### src/rtl/decode_execute_unit.sv
// decode_execute_unit: field decode, decode-stage operand capture and registered 32-bit ALU
module decode_execute_unit (
    input  logic        clk,
    input  logic        rst,
    input  logic [31:0] instruction,
    input  logic        stall,
    input  logic [31:0] reg_value_0,
    input  logic [31:0] reg_value_1,
    output logic [4:0]  instruction_type,
    output logic [4:0]  load_imm_reg,
    output logic [4:0]  load_mem_reg,
    output logic [4:0]  store_data_reg,
    output logic [4:0]  alu_op_reg_0,
    output logic [4:0]  jump_condition_reg,
    output logic [4:0]  load_mem_addr_reg,
    output logic [4:0]  store_addr_reg,
    output logic [4:0]  alu_op_reg_1,
    output logic [4:0]  jump_address_reg,
    output logic [4:0]  alu_op_reg_res,
    output logic [4:0]  alu_operation,
    output logic [31:0] load_imm_data,
    output logic [31:0] ex_instruction,
    output logic [31:0] alu_result,
    output logic [4:0]  ex_result_reg
);
    localparam logic [4:0] ALU_OP = 5'd5;
    logic [31:0] ex_instruction_q, ex_instruction_d;
    logic [31:0] op0_q, op1_q;
    logic [31:0] alu_result_q, alu_result_d;
    logic [4:0]  ex_result_reg_q;
    logic [31:0] alu_out;
    logic [4:0]  op_select;
    logic [4:0]  shamt;

    assign instruction_type   = instruction[31:27];
    assign load_imm_reg       = instruction[26:22];
    assign load_mem_reg       = instruction[26:22];
    assign store_data_reg     = instruction[26:22];
    assign alu_op_reg_0       = instruction[26:22];
    assign jump_condition_reg = instruction[26:22];
    assign load_mem_addr_reg  = instruction[21:17];
    assign store_addr_reg     = instruction[21:17];
    assign alu_op_reg_1       = instruction[21:17];
    assign jump_address_reg   = instruction[21:17];
    assign alu_op_reg_res     = instruction[16:12];
    assign alu_operation      = instruction[11:7];
    assign load_imm_data      = {16'h0, instruction[15:0]};

    assign op_select = ex_instruction_q[11:7];
    assign shamt     = op1_q[4:0];

    always_comb begin
        alu_out = 32'h0;
        case (op_select)
            5'd0:  alu_out = op0_q + op1_q;
            5'd1:  alu_out = op0_q - op1_q;
            5'd2:  alu_out = op0_q & op1_q;
            5'd3:  alu_out = op0_q | op1_q;
            5'd4:  alu_out = op0_q ^ op1_q;
            5'd5:  alu_out = op0_q << shamt;
            5'd6:  alu_out = op0_q >> shamt;
            5'd7:  alu_out = $unsigned($signed(op0_q) >>> shamt);
            5'd8:  alu_out = {31'h0, $signed(op0_q) < $signed(op1_q)};
            5'd9:  alu_out = {31'h0, op0_q < op1_q};
            5'd10: alu_out = {31'h0, op0_q == op1_q};
            5'd11: alu_out = ~op0_q;
            5'd12: alu_out = op0_q;
            default: alu_out = 32'h0;
        endcase
    end

    always_comb begin
        ex_instruction_d = stall ? 32'h0 : instruction;
        alu_result_d     = (ex_instruction_q[31:27] == ALU_OP) ? alu_out : 32'h0;
    end

    always_ff @(posedge clk or negedge rst) begin
        if (!rst) begin
            ex_instruction_q <= 32'h0;
            op0_q            <= 32'h0;
            op1_q            <= 32'h0;
            alu_result_q     <= 32'h0;
            ex_result_reg_q  <= 5'h0;
        end else begin
            ex_instruction_q <= ex_instruction_d;
            op0_q            <= reg_value_0;
            op1_q            <= reg_value_1;
            alu_result_q     <= alu_result_d;
            ex_result_reg_q  <= ex_instruction_q[16:12];
        end
    end

    assign ex_instruction = ex_instruction_q;
    assign alu_result     = alu_result_q;
    assign ex_result_reg  = ex_result_reg_q;
endmodule

### config.mk
export PLATFORM = sky130hd
export DESIGN_NAME = decode_execute_unit
export DESIGN_NICKNAME = d
export VERILOG_FILES = /design/src/rtl/decode_execute_unit.sv
export SDC_FILE = /design/constraint.sdc
export NUM_CORES = 1
export LEC_CHECK = 0
export CAP_MARGIN = 10
export CORE_ASPECT_RATIO = 1.75
export CORE_MARGIN = 5
export CORE_UTILIZATION = 54
export CTS_CLUSTER_SIZE = 20
export DETAILED_ROUTE_END_ITERATION = 8
export PLACE_DENSITY_LB_ADDON = 0.25
export SLEW_MARGIN = 20
export SYNTH_ARGS = -nofsm -noshare
export SYNTH_HDL_FRONTEND = slang
export SYNTH_SLANG_ARGS = --single-unit
### constraint.sdc
create_clock -name clk -period 5 [get_ports clk]
set_input_delay 1 -clock clk [delete_from_list [all_inputs] [get_ports clk]]
set_output_delay 1 -clock clk [all_outputs]
set_load 0.005 [all_outputs]
# Word-level counts from Yosys, hierarchy flattened
# Cells that the tools add are included.
dict set report op_classes {
  n_addsub 2
  mul 0
  div 0
  magnitude_cmp 2
  n_eq_ne 14
  n_shift 3
  n_mux 3
  bitwise 4
  reduce_logical 1
}
# op n
set op_table {}
lappend op_table {{case mux 32 bit (13 select lines)} 1}
lappend op_table {{less-than comparator 32 bit} 2}
lappend op_table {{two-way mux 32 bit} 2}
lappend op_table {{adder 32 bit} 1}
lappend op_table {{AND 32 bit} 1}
lappend op_table {{== test 32 bit} 1}
lappend op_table {{inverter 32 bit} 1}
lappend op_table {{bitwise OR 32 bit} 1}
lappend op_table {{<< shifter 32 x 5 -> 32 bit} 1}
lappend op_table {{>> shifter 32 x 5 -> 32 bit} 1}
lappend op_table {{>>> shifter 32 x 5 -> 32 bit} 1}
lappend op_table {{subtractor 32 bit} 1}
lappend op_table {{bitwise XOR 32 bit} 1}
lappend op_table {{== test 5 x 3 -> 1 bit, second input constant} 5}
lappend op_table {{== test 5 x 4 -> 1 bit, second input constant} 5}
lappend op_table {{== test 5 x 2 -> 1 bit, second input constant} 2}
lappend op_table {{== test 5 x 1 -> 1 bit, second input constant} 1}
lappend op_table {{logical NOT 5 bit} 1}
dict set report word_totals {
  reg_bits 133
  latch_bits 0
  ram_bits 0
  mem_bits_ro 0
  inputBits 99
  output_inout_bits 161
  elab_cells 34
  mem_count 0
}

# Longest topological paths before layout
# Gate-level depths: netlist of the first run.
dict set report depth {
  word_depth 3
  depth_mapped 15
  mapped_depth_nobuf 12
}

# Least setup slack after synthesis of the first run
# Ideal clock, no wire load.
dict set report synth_path {
  kind {reg2reg}
  from {reg op1_q[2]}
  to {reg alu_result_q[16] (netlist: alu_result[16])}
  setup_ps 132
  arrival_time_ps 3561
  path_slack_ps 1307
  stages_incl_launch_ff 15
  path_buffers 4
  synth_period_minus_slack_ps 3693
  cell_sequence {dfrtp_1 inv_1 buf_2 buf_2 buf_1 ha_1 buf_2 a21oi_1 o21ai_1 a221o_1 and2_1 a311o_1 a221o_1 a221oi_1 nor2_1}
}
dict set report synth_between {
  elab_chain_cells 3
  word_cells_on_any_way 7
  cone_classes {add/sub: 2; shift: 3; mux: 2}
}
# element line_no
set synth_lines {}
lappend synth_lines {{start: declaration} 28} ;# logic [31:0] op0_q, op1_q;
lappend synth_lines {{start signal: assignment} 87} ;# op1_q <= reg_value_1;
lappend synth_lines {{subtractor 32 bit (tied with other cells)} 56} ;# 5'd1: alu_out = op0_q - op1_q;
lappend synth_lines {{case mux 32 bit (13 select lines) *} 54} ;# case (op_select)
lappend synth_lines {{two-way mux 32 bit *} 74} ;# alu_result_d = (ex_instruction_q[31:27] == ALU_OP) ? alu_out : 32'h0;
lappend synth_lines {{named net alu_result_d[16]} 29} ;# logic [31:0] alu_result_q, alu_result_d;
lappend synth_lines {{end signal: assignment} 88} ;# alu_result_q <= alu_result_d;
lappend synth_lines {{end: declaration} 29}
# Mark *: on every way through the listed nets, which the timed path passes. The rest lies on a longest branch.

# Worst setup path after layout of the first run
dict set report layout_path {
  from {reg op1_q[0]}
  to {reg alu_result_q[30] (netlist: alu_result[30])}
}
# The elaborated chain is that of the path after synthesis.

==> parameters.txt, run 1 <==
Parameter                              Value

Pwr
  Relative contribution of combinational cells to total power ... 33.3%
  Switching power total ... about 1.4 mW
  Peak supply drop ... between 0.2 and 0.3 mV
  Design internal power ... ~2.3 mW
  Sequential group share of total power ... between 30% and 40%
  Leakage power summed over all cells ... 6.825 nW
  Share of power burned in the clock network ... 34.1%
  Switch share ... between 30% and 40%
  Sum of internal, switching and leakage power ... 3.719 mW
  Pwr Density ... approximately 230 nW/um2

Detailed routing
  DR DRC count ... 0
  Final ANT Viol Nets ... 0
  DR iter-0 viols ... 1,945
  Count of TritonRoute iterations in the first routing pass ... 8
  Drt via density ... 6.848
  Count of vias placed by the detailed router ... about 14,000
  Aggregate routed wire length ... 59.30 mm
  Routed wire length per instance ... between 20 and 30 um

STA
  Fmax ... 243.7 MHz
  Number of pins with negative max-slew slack in the final report ... 0
  Worst slew margin ... roughly 20%
  Final period util ... roughly 80%
  Final number of hold-violating endpoints ... 0
  Setup skew after layout ... around 0.011 ns
  Sum of negative setup slack ... 0 ns
  Minimum period implied by the final worst setup slack ... 4.104 ns
  Number of setup violations in the final report ... 0
  Setup repair after global routing missed its margin ... false
  Slew at the pin closest to its max-slew limit ... around 1.2 ns

Worst setup path
  Arrival time at the worst endpoint ... around 4.5 ns
  Kind of launch point of the worst setup path ... flop
  Element type at the critical path end ... flop
  Maximum fanout encountered on the critical timing path ... 41
  Critical Setup Path Class ... flop to flop
  Endpoint required time on the critical path ... 5.37 ns

GRT
  Maximum number of pins on one net before global-route repair ... 78
  Overflow left after global routing ... 0
  Antenna violations before repair ... 5
  Peak-usage layer in the global routing report ... met2
  Met2 capacity usage during global routing ... 66.24%
  Overall Global Routing Usage ... 41.61%
  Grt met3 use ... between 10% and 20%
  Vias in the first global route ... 14,260
  Wire length of the first global-routing pass ... ~88 mm
  Met1 usage ... 44.50%

CTS
  CTS Buf Count ... 17
  Setup bufs post-CTS ... 0
  Clock-pin slew of the registers on the worst-case setup and hold paths ... ~0.060 ns
  Count of hold-fix buffers inserted at cts ... 0
  Maximum level of the CTS H-tree ... 4
  Cells resized by post-CTS repair ... 0
  Clock net sink count ... around 130
  Clock latency at the later pin of the worst-skew pair ... about 0.45 ns
  Clock tree from TritonCTS ... yes
  Master cell of the clock root buffer ... sky130_fd_sc_hd__clkbuf_16
  CTS max path bufs ... 2

Synth
  Count of different cell masters after synthesis ... 80
  Primary flip-flop cell chosen by synthesis mapping ... sky130_fd_sc_hd__dfrtp_1
  Part of the Yosys area used for sequential elements ... between 20% and 30%
  Cell types with the largest area share after synthesis ... sky130_fd_sc_hd__dfrtp_1, sky130_fd_sc_hd__ha_1, sky130_fd_sc_hd__mux4_2
  Area share of the leading cell type in the synthesized netlist ... 24.44%
  Syn_area_per_cell ... about 8.2 um2
  Fraction of registers with async set or reset after synthesis ... 100.0%
  Synthesized instance count ... ~1,700
  Yosys reg bits ... 133
  Library cell occupying the most area in the post-synthesis netlist ... sky130_fd_sc_hd__dfrtp_1
  Number of enable flip-flop cells after synthesis ... 0
  Ys Warns ... 0
  Combined area of all synthesized cells ... between 10,000 and 15,000 um2

Cells and area
  Post-route cell area ... between 15,000 and 20,000 um2
  Final layout net count ... between 1,500 and 2,000
  Synth-to-layout area growth ... 18.69%
  Count of filler cells inserted in the layout ... between 2,000 and 2,500
  Proportion of layout cells with a drive suffix above 1 ... between 8 and 9%
  Commonest non-fill, non-tap cell in the layout ... sky130_fd_sc_hd__clkdlybuf4s50_1
  Final non-filler cell total ... 2,085
  Leading cell types in the layout, fill and taps excluded ... sky130_fd_sc_hd__clkdlybuf4s50_1, sky130_fd_sc_hd__nor2_1, sky130_fd_sc_hd__a21oi_1, sky130_fd_sc_hd__dfrtp_1, sky130_fd_sc_hd__nand2_1

Die
  Die height ... 220.1 um
  CORE AREA ... about 25,000 um2
  Io pins ... between 200 and 300
  Die X ... roughly 130 um
  Starting Density ... between 50% and 60%
  Overall die area ... 28,620 um2
  Standard-cell row count ... between 70 and 80

Placement
  Cell area after placement ... approximately 16,000 um2
  Placed cell count ... roughly 2,000
  Sum of net half-perimeters after detailed placement ... roughly 45 mm
  Weighted congestion reported at the end of routability-driven placement ... about 1.1
  Port buffer count ... about 240

Worst hold path
  Worst min-delay path class ... flop to flop

Run
  Max cap viols ... 0

Run status
  Run status ... completed
[layer usage]
layer	wire (um)	vias up
li1	-	6050
met1	18680	6729
met2	27750	1139
met3	6500	357
met4	6343	4
met5	27	-
[area by class of cell]
| class | count | area [um2] | share of cell area [%] |
|---|---|---|---|
| Timing Repair Buffer | 280 | 2714 | 16.79 |
| Inverter | 92 | 345.3 | 2.137 |
| Antenna cell | 2 | 5.005 | 0.03096 |
| Multi-Input combinational cell | 1230 | 8787 | 54.37 |
| Sequential cell | 133 | 3334 | 20.63 |
| Clock inverter | 14 | 142.6 | 0.8825 |
| Tap cell | 316 | 395.4 | 2.446 |
| Clock buffer | 18 | 439.2 | 2.717 |
[power by group through the flow]
stage | Combinational [mW] | Clock (mW) | Sequential, mW
6_report | 1.24 | 1.27 | 1.21
5_1_grt | 1.31 | 1.32 | 1.22
4_1_cts | 1.20 | 1.29 | 1.21
3_5_place_dp | 1.19 | 0 | 1.23
3_3_place_gp | 1.18 | 0 | 1.22
2_1_floorplan | 0.790 | 0 | 1.17
[per-stage QoR]
step	hold WS [ns]	utilization [%]	setup WS (ns)
after floorplan	0.3757	-	1.307
after global placement	0.3568	62.09	0.9528
after detailed placement	0.3641	62.17	1.104
after CTS	0.3794	64.49	1.074
after global routing	0.3824	64.51	0.7949
final	0.3754	64.53	0.8960
[critical path, cell delays in order, from the launching register on]
cell and delay, ns:
sky130_fd_sc_hd__dfrtp_4 0.71, sky130_fd_sc_hd__ha_1 0.34, sky130_fd_sc_hd__fa_1 0.43, sky130_fd_sc_hd__a21oi_1 0.24
sky130_fd_sc_hd__o21ai_1 0.16, sky130_fd_sc_hd__a221o_1 0.37, sky130_fd_sc_hd__a41oi_1 0.55, sky130_fd_sc_hd__o31ai_1 0.31
sky130_fd_sc_hd__a221oi_2 0.44, sky130_fd_sc_hd__mux2i_1 0.24, sky130_fd_sc_hd__nor3_1 0.06, sky130_fd_sc_hd__a21oi_1 0.16
[path summary, 6_finish.rpt]
kind | start | endpoint | slack [ns] | depth (start not counted)
worst max-delay path | op1_q[0] | alu_result[30] | 0.90 | 11
worst min-delay path | ex_instruction[14] | ex_result_reg[2] | 0.38 | 0
worst max register to register | op1_q[0] | alu_result[30] | 0.90 | 11
worst min register to register | ex_instruction[14] | ex_result_reg[2] | 0.38 | 0
max in group asynchronous | rst | op1_q[31] | 3.41 | 2
min in group asynchronous | rst | ex_instruction[24] | 0.59 | 1
[Yosys cell counts, types with 14 or more instances]
master,count
sky130_fd_sc_hd__a211oi_1,21
sky130_fd_sc_hd__a21oi_1,152
sky130_fd_sc_hd__a221oi_1,15
sky130_fd_sc_hd__a22oi_1,14
sky130_fd_sc_hd__a31oi_1,17
sky130_fd_sc_hd__buf_1,15
sky130_fd_sc_hd__buf_2,24
sky130_fd_sc_hd__buf_4,94
sky130_fd_sc_hd__clkbuf_1,86
sky130_fd_sc_hd__dfrtp_1,133
sky130_fd_sc_hd__ha_1,112
sky130_fd_sc_hd__inv_1,89
sky130_fd_sc_hd__mux2i_1,42
sky130_fd_sc_hd__mux4_2,51
sky130_fd_sc_hd__nand2_1,114
sky130_fd_sc_hd__nand2b_1,14
sky130_fd_sc_hd__nand3_1,21
sky130_fd_sc_hd__nor2_1,189
sky130_fd_sc_hd__nor2b_1,44
sky130_fd_sc_hd__nor3_1,42
sky130_fd_sc_hd__o211ai_1,19
sky130_fd_sc_hd__o21ai_0,107
sky130_fd_sc_hd__xnor2_1,19
[logic make-up after synthesis]
logic type	synth area share [%]
compound gates	23.42
xor+xnor	1.479
fa+ha+maj	10.58
buf+inv	11.59
flops	24.44
mux	12.18
other cells	0.02754
simple gates	16.28
(Power assumes the default switching activity.)
==> run 2: changes to the inputs <==
CORE_UTILIZATION = 49   (was 54)
clock period = 3.3 ns   (was 5 ns; I/O delays follow)
==> parameters.txt, run 2 (synthesis gave the netlist of run 1 again) <==
Parameter                              Value

GRT
  Met2 capacity usage during global routing ... 64.61% (-1.6 points)
  Wire length of the first global-routing pass ... 90.83 mm (+3.8%)
  Antenna violations before repair ... 1 (-4)
  Overflow left after global routing ... 0 (unchanged)
  Met1 usage ... 40.48% (-4.0 points)
  Maximum number of pins on one net before global-route repair ... 69 (-12%)
  Vias in the first global route ... 14,810 (+3.9%)
  Peak-usage layer in the global routing report ... met2
  Grt met3 use ... 11.63% (-0.11 points)
  Overall Global Routing Usage ... 39.05% (-2.6 points)

Pwr
  Peak supply drop ... 0.3353 mV (+33%)
  Pwr Density ... 335.7 nW/um2 (+46%)
  Sum of internal, switching and leakage power ... 5.839 mW (+57%)
  Leakage power summed over all cells ... 7.483 nW (+9.6%)

Worst setup path
  Top Family by Delay on Critical Path ... compound AO/OA/AOI/OAI gates
  Sequence of cells on the critical path ... ha_1, fa_1, a21oi_2, o21ai_1, a221o_1, and2_1, a311o_1, a221o_1, a221oi_2, nor2_1
  Critical Path Max Stage Delay ... 0.50 ns (-0.21 ns)
  Endpoint required time on the critical path ... 3.62 ns (-1.75 ns)
  Maximum fanout encountered on the critical timing path ... 3 (-93%)
  Buf+Inv Stages, Crit Path ... 0 (unchanged)
  Most frequent CP cell ... sky130_fd_sc_hd__a221o_1
  Kind of launch point of the worst setup path ... flop
  Element type at the critical path end ... flop
  Worst-path cell with the longest stage delay ... sky130_fd_sc_hd__dfrtp_4
  Critical Setup Path Class ... flop to flop
  Arrival time at the worst endpoint ... 3.54 ns (-0.93 ns)

STA
  Worst slew margin ... 25.63% (+5.6 points)
  Slew at the pin closest to its max-slew limit ... 1.104 ns (-0.09533 ns)
  Final number of hold-violating endpoints ... 0 (unchanged)
  Number of pins with negative max-slew slack in the final report ... 0 (unchanged)
  Fmax ... 310.0 MHz (+27%)
  Minimum period implied by the final worst setup slack ... 3.226 ns (-0.8779 ns)
  Final hold slack ... 0.2208 ns (-0.1546 ns)
  Final period util ... 97.76% (+16 points)
  Setup skew after layout ... 0.01575 ns (+0.004307 ns)
  Setup repair after global routing missed its margin ... true
  Number of setup violations in the final report ... 0 (unchanged)

Detailed routing
  Aggregate routed wire length ... 61.30 mm (+3.4%)
  Routed wire length per instance ... 27.08 um (-4.8%)
  DR DRC count ... 0 (unchanged)
  Count of vias placed by the detailed router ... 14,410 (+0.90%)
  Drt via density ... 6.364 (-7.1%)
  Count of TritonRoute iterations in the first routing pass ... 5 (-3)
  DR iter-0 viols ... 1,466 (-25%)
  Final ANT Viol Nets ... 0 (unchanged)

Cells and area
  Proportion of layout cells with a drive suffix above 1 ... 16.11% (+7.4 points)
  Final non-filler cell total ... 2,264 (+8.6%)
  Area occupied by registers ... 3336 um2 (about the same)
  Synth-to-layout area growth ... 27.72%
  Count of filler cells inserted in the layout ... 2,418 (+10%)
  Leading cell types in the layout, fill and taps excluded ... sky130_fd_sc_hd__clkdlybuf4s50_1, sky130_fd_sc_hd__nor2_1, sky130_fd_sc_hd__buf_4, sky130_fd_sc_hd__a21oi_1, sky130_fd_sc_hd__dfrtp_1
  Post-route cell area ... 17,390 um2 (+7.6%)
  Commonest non-fill, non-tap cell in the layout ... sky130_fd_sc_hd__clkdlybuf4s50_1
  Final layout net count ... 2,094 (+6.5%)
  Area of the multi-input gates ... 8909 um2 (+1.4%)

Worst hold path
  Worst min-delay path class ... primary input to async pin

CTS
  Master cell of the clock root buffer ... sky130_fd_sc_hd__clkbuf_16
  Clock-pin slew of the registers on the worst-case setup and hold paths ... 0.07 ns (about the same)
  CTS Buf Count ... 17 (unchanged)
  CTS max path bufs ... 2 (unchanged)
  Clock net sink count ... 133 (unchanged)
  Clock latency at the later pin of the worst-skew pair ... 0.45 ns (about the same)
  Clock tree from TritonCTS ... yes
  Maximum level of the CTS H-tree ... 4 (unchanged)

Placement
  Port buffer count ... 243 (unchanged)
  Sum of net half-perimeters after detailed placement ... 47.36 mm (+4.8%)
  Weighted congestion reported at the end of routability-driven placement ... 1.045 (-4.2%)
  Cell area after placement ... 16,640 um2 (+6.9%)
  Placed cell count ... 2,228 (+8.6%)

Die
  Starting Density ... 49.84% (-4.5 points)
  Standard-cell row count ... 80 (+3.9%)
  Io pins ... 260 (unchanged)
  Die height ... 230.5 um (+4.8%)
  Die X ... 136.0 um (+4.6%)
  Overall die area ... 31,360 um2 (+9.6%)
  CORE AREA ... 27,330 um2 (+9.1%)

Run status
  Run status ... completed

Run
  Max cap viols ... 0 (unchanged)
## run 2: cell count changes in the layout (fill, tap and decap cells not counted), sizes merged
| cell | change |
|---|---|
| buf | +128 |
| inv | -7 |
| clkbuf | +6 |
| clkinvlp | -2 |
| bufinv | +1 |
| clkdlybuf4s18 | -1 |
| clkinv | +1 |
## run 2: report_power, final
group | switching, mW | internal [mW]
clock network | 0.752 | 1.19
registers | 0.0633 | 1.70
logic | 1.22 | 0.922
total | 2.03 | 3.81
## run 2: layout make-up
cell class                 instances  share of cell area, %
clock inverter                     7                 0.5611
inverter                          92                  1.985
timing repair buffer             407                  21.55
multi-input combinational       1230                  51.22
antenna                            2                0.02877
sequential                       133                  19.18
clock buffer                      24                  2.827
tap                              369                  2.654
## run 2: worst register-to-register path, delay by kind of cell, from the launching register on
kind / cells / cell delay [ns]
compound gates: 6 / 1.69
fa+ha+maj: 2 / 0.65
flops: 1 / 0.50
simple gates: 2 / 0.27
## run 2: timing repair
action,4_1_cts,5_1_grt
endpoints found under the setup margin,3,17
hold buffers,0,0
gates resized for setup,4,35
cloned,0,0
pin swaps,0,9
setup buffers,0,3
## run 2: final timing paths
| check | start | end | slack [ns] | depth (start not counted) |
|---|---|---|---|---|
| max | op1_q[0] | alu_result[16] | 0.07 | 10 |
| min reg2reg | ex_instruction[15] | ex_result_reg[3] | 0.37 | 0 |
| max reg2reg | op1_q[0] | alu_result[16] | 0.07 | 10 |
| min | rst | ex_instruction[30] | 0.22 | 1 |
| min in group clk | ex_instruction[15] | ex_result_reg[3] | 0.37 | 0 |
| max in group asynchronous | rst | alu_result[25] | 2.34 | 2 |
## run 2: through the flow
| step | TNS (ns) | setup WS [ns] | util, % |
|---|---|---|---|
| 3_3_place_gp | 0 | 0.05275 | 60.90 |
| 4_1_cts | 0 | 0.01145 | 63.09 |
| 6_report | 0 | 0.07387 | 63.65 |
| 2_1_floorplan | 0 | 0.004668 | - |
| 5_1_grt | -0.01673 | -0.01163 | 63.64 |
| 3_5_place_dp | -0.04744 | -0.02422 | 60.90 |
## run 2: metal layers
metal / up-vias / part of all wire, % / wire length [um]
met4: 0 / 10 / 6192
met1: 6830 / 32 / 19820
li1: 6307 / - / -
met3: 296 / 9.9 / 6057
met2: 975 / 48 / 29230
met5: - / 0 / 0
==> run 3: changes to the inputs <==
CORE_UTILIZATION = 55   (was 49)
clock period = 3.9 ns   (was 3.3 ns; I/O delays follow)
==> parameters.txt, run 3 (synthesis gave the netlist of run 1 again) <==
Parameter                              Value

Detailed routing
  Count of vias placed by the detailed router ... 14,480 (+0.53%)
  Routed wire length per instance ... 27.83 um (+2.8%)
  Drt via density ... 6.864 (+7.9%)
  DR iter-0 viols ... 2,065 (+41%)
  Count of TritonRoute iterations in the first routing pass ... 6 (+1)
  DR DRC count ... 0 (unchanged)
  Final ANT Viol Nets ... 0 (unchanged)
  Aggregate routed wire length ... 58.73 mm (-4.2%)

Worst setup path
  Setup slack of the worst register-to-register path ... 0.21 ns (+0.14 ns)
  Arrival time at the worst endpoint ... 4.05 ns (+0.51 ns)
  Maximum fanout encountered on the critical timing path ... 12 (+9)
  Endpoint required time on the critical path ... 4.26 ns (+0.64 ns)
  Worst Setup SP ... op0_q[8]
  Critical Path Max Stage Delay ... 0.57 ns (+0.07 ns)
  Element type at the critical path end ... flop
  Kind of launch point of the worst setup path ... flop
  Critical register-to-register path startpoint ... op0_q[8]
  Worst-path cell with the longest stage delay ... sky130_fd_sc_hd__dfrtp_1
  Critical Setup Path Class ... flop to flop
  Sequence of cells on the critical path ... inv_1, ha_1, a41oi_2, o21ai_1, a221o_1, a41oi_1, o31ai_1, a221oi_2, mux2i_1, nor3_1, a21oi_1
  Cell count of the worst reg-to-reg path ... 11 (+1)
  R2R Path End ... alu_result[30]

GRT
  Overflow left after global routing ... 0 (unchanged)
  Wire length of the first global-routing pass ... 87.57 mm (-3.6%)
  Vias in the first global route ... 14,470 (-2.3%)
  Overall Global Routing Usage ... 41.60% (+2.5 points)
  Antenna violations before repair ... 2 (+1)
  Maximum number of pins on one net before global-route repair ... 70 (+1.4%)

Die
  Die X ... 129.0 um (-5.2%)
  Starting Density ... 55.51% (+5.7 points)
  Standard-cell row count ... 76 (-5.0%)
  Die height ... 218.2 um (-5.4%)
  Overall die area ... 28,130 um2 (-10%)
  CORE AREA ... 24,530 um2 (-10%)
  Io pins ... 260 (unchanged)

CTS
  Maximum level of the CTS H-tree ... 4 (unchanged)
  Clock net sink count ... 133 (unchanged)
  Master cell of the clock root buffer ... sky130_fd_sc_hd__clkbuf_16
  Clock tree from TritonCTS ... yes
  Setup bufs post-CTS ... 0 (unchanged)
  Clock latency at the later pin of the worst-skew pair ... 0.46 ns (about the same)
  CTS max path bufs ... 2 (unchanged)
  CTS Buf Count ... 17 (unchanged)
  Clock-pin slew of the registers on the worst-case setup and hold paths ... 0.07 ns (about the same)

STA
  Minimum period implied by the final worst setup slack ... 3.690 ns (+0.4636 ns)
  Final number of hold-violating endpoints ... 0 (unchanged)
  Setup skew after layout ... 0.02238 ns (+0.006627 ns)
  Number of pins with negative max-slew slack in the final report ... 0 (unchanged)
  Slew at the pin closest to its max-slew limit ... 0.9653 ns (-0.1385 ns)
  Number of setup violations in the final report ... 0 (unchanged)
  Final hold slack ... 0.3654 ns (+0.1446 ns)
  Setup repair after global routing missed its margin ... false
  Worst slew margin ... 35.49% (+9.9 points)
  Final period util ... 94.61% (-3.2 points)
  Sum of negative setup slack ... 0 ns (unchanged)
  Fmax ... 271.0 MHz (-13%)

Placement
  Port buffer count ... 243 (unchanged)
  Weighted congestion reported at the end of routability-driven placement ... 1.086 (+4.0%)
  Placed cell count ... 2,078 (-6.7%)
  Sum of net half-perimeters after detailed placement ... 44.51 mm (-6.0%)

Pwr
  Peak supply drop ... 0.3506 mV (+4.6%)
  Leakage power summed over all cells ... 6.996 nW (-6.5%)
  Relative contribution of combinational cells to total power ... 34.5% (-2.1 points)
  Switching power total ... 1.759 mW (-13%)
  Design internal power ... 3.082 mW (-19%)
  Share of power burned in the clock network ... 34.4% (+1.2 points)
  Pwr Density ... 294.8 nW/um2 (-12%)
  Sequential group share of total power ... 31.1% (+0.9 points)
  Switch share ... 36.33% (+1.6 points)

Cells and area
  Leading cell types in the layout, fill and taps excluded ... sky130_fd_sc_hd__clkdlybuf4s50_1, sky130_fd_sc_hd__nor2_1, sky130_fd_sc_hd__a21oi_1, sky130_fd_sc_hd__dfrtp_1, sky130_fd_sc_hd__nand2_1
  Total inserted antenna cells ... 0 (-2)
  Final non-filler cell total ... 2,110 (-6.8%)
  Final layout net count ... 1,998 (-4.6%)
  Synth-to-layout area growth ... 20.58%
  Proportion of layout cells with a drive suffix above 1 ... 10.40% (-5.7 points)
  Commonest non-fill, non-tap cell in the layout ... sky130_fd_sc_hd__clkdlybuf4s50_1

Run status
  Run status ... completed

Worst hold path
  Worst min-delay path class ... primary input to async pin

Run
  Max cap viols ... 0 (unchanged)
## run 3: critical path: cells and delay by family, from the launching register on
family,cells,cell delay [ns]
AO/OA/AOI/OAI,7,2.10
flip-flops,1,0.57
adder cells (fa/ha/maj),1,0.49
buffers and inverters,1,0.12
multiplexers,1,0.24
AND/OR/NAND/NOR,1,0.06
## run 3: final cells by class
| class | count | area, um2 |
|---|---|---|
| inverters | 92 | 345.3 |
| repair buffers | 311 | 2969 |
| flip-flops and latches | 133 | 3336 |
| fillers | 2040 | 8113 |
| clock buffers | 17 | 425.4 |
| well taps | 312 | 390.4 |
| clock inverters | 15 | 168.9 |
| multi-input cells | 1230 | 8786 |
## run 3: power by group through the flow
stage,registers [mW],logic [mW],clock network (mW)
after global routing,1.51,1.77,1.74
after floorplan,1.50,1.01,0
after CTS,1.50,1.62,1.68
after global placement,1.52,1.60,0
after detailed placement,1.53,1.61,0
final,1.51,1.67,1.67
## run 3: what timing repair did
action	in CTS	in global routing
gates resized for setup	0	2
hold buffers	0	0
endpoints found under the setup margin	0	3
## run 3: how the worst max path moves through the flow
stage / to / slack (ns)
floorplan: alu_result[16] / 0.21
global placement: alu_result[25] / 0.21
detailed placement: alu_result[25] / 0.19
CTS: alu_result[21] / 0.17
global route: alu_result[31] / 0.05
finish: alu_result[30] / 0.21
## run 3: layer usage
metal,wire [um],vias to the layer above,track usage [%]
met3,6641,338,12.08
met4,5189,4,30.17
li1,-,6115,-
met1,18780,6819,44.99
met2,28090,1208,68.33
met5,27,-,0
## run 3: through the flow
step	worst slack [ns]	area [um2]	util, %	power (mW)
after floorplan	0.2071	13670	-	2.517
after global placement	0.2139	15820	64.50	3.125
after detailed placement	0.1897	15820	64.50	3.132
after CTS	0.1714	16420	66.92	4.801
after global routing	0.04808	16420	66.93	5.014
final	0.2103	16420	66.93	4.841
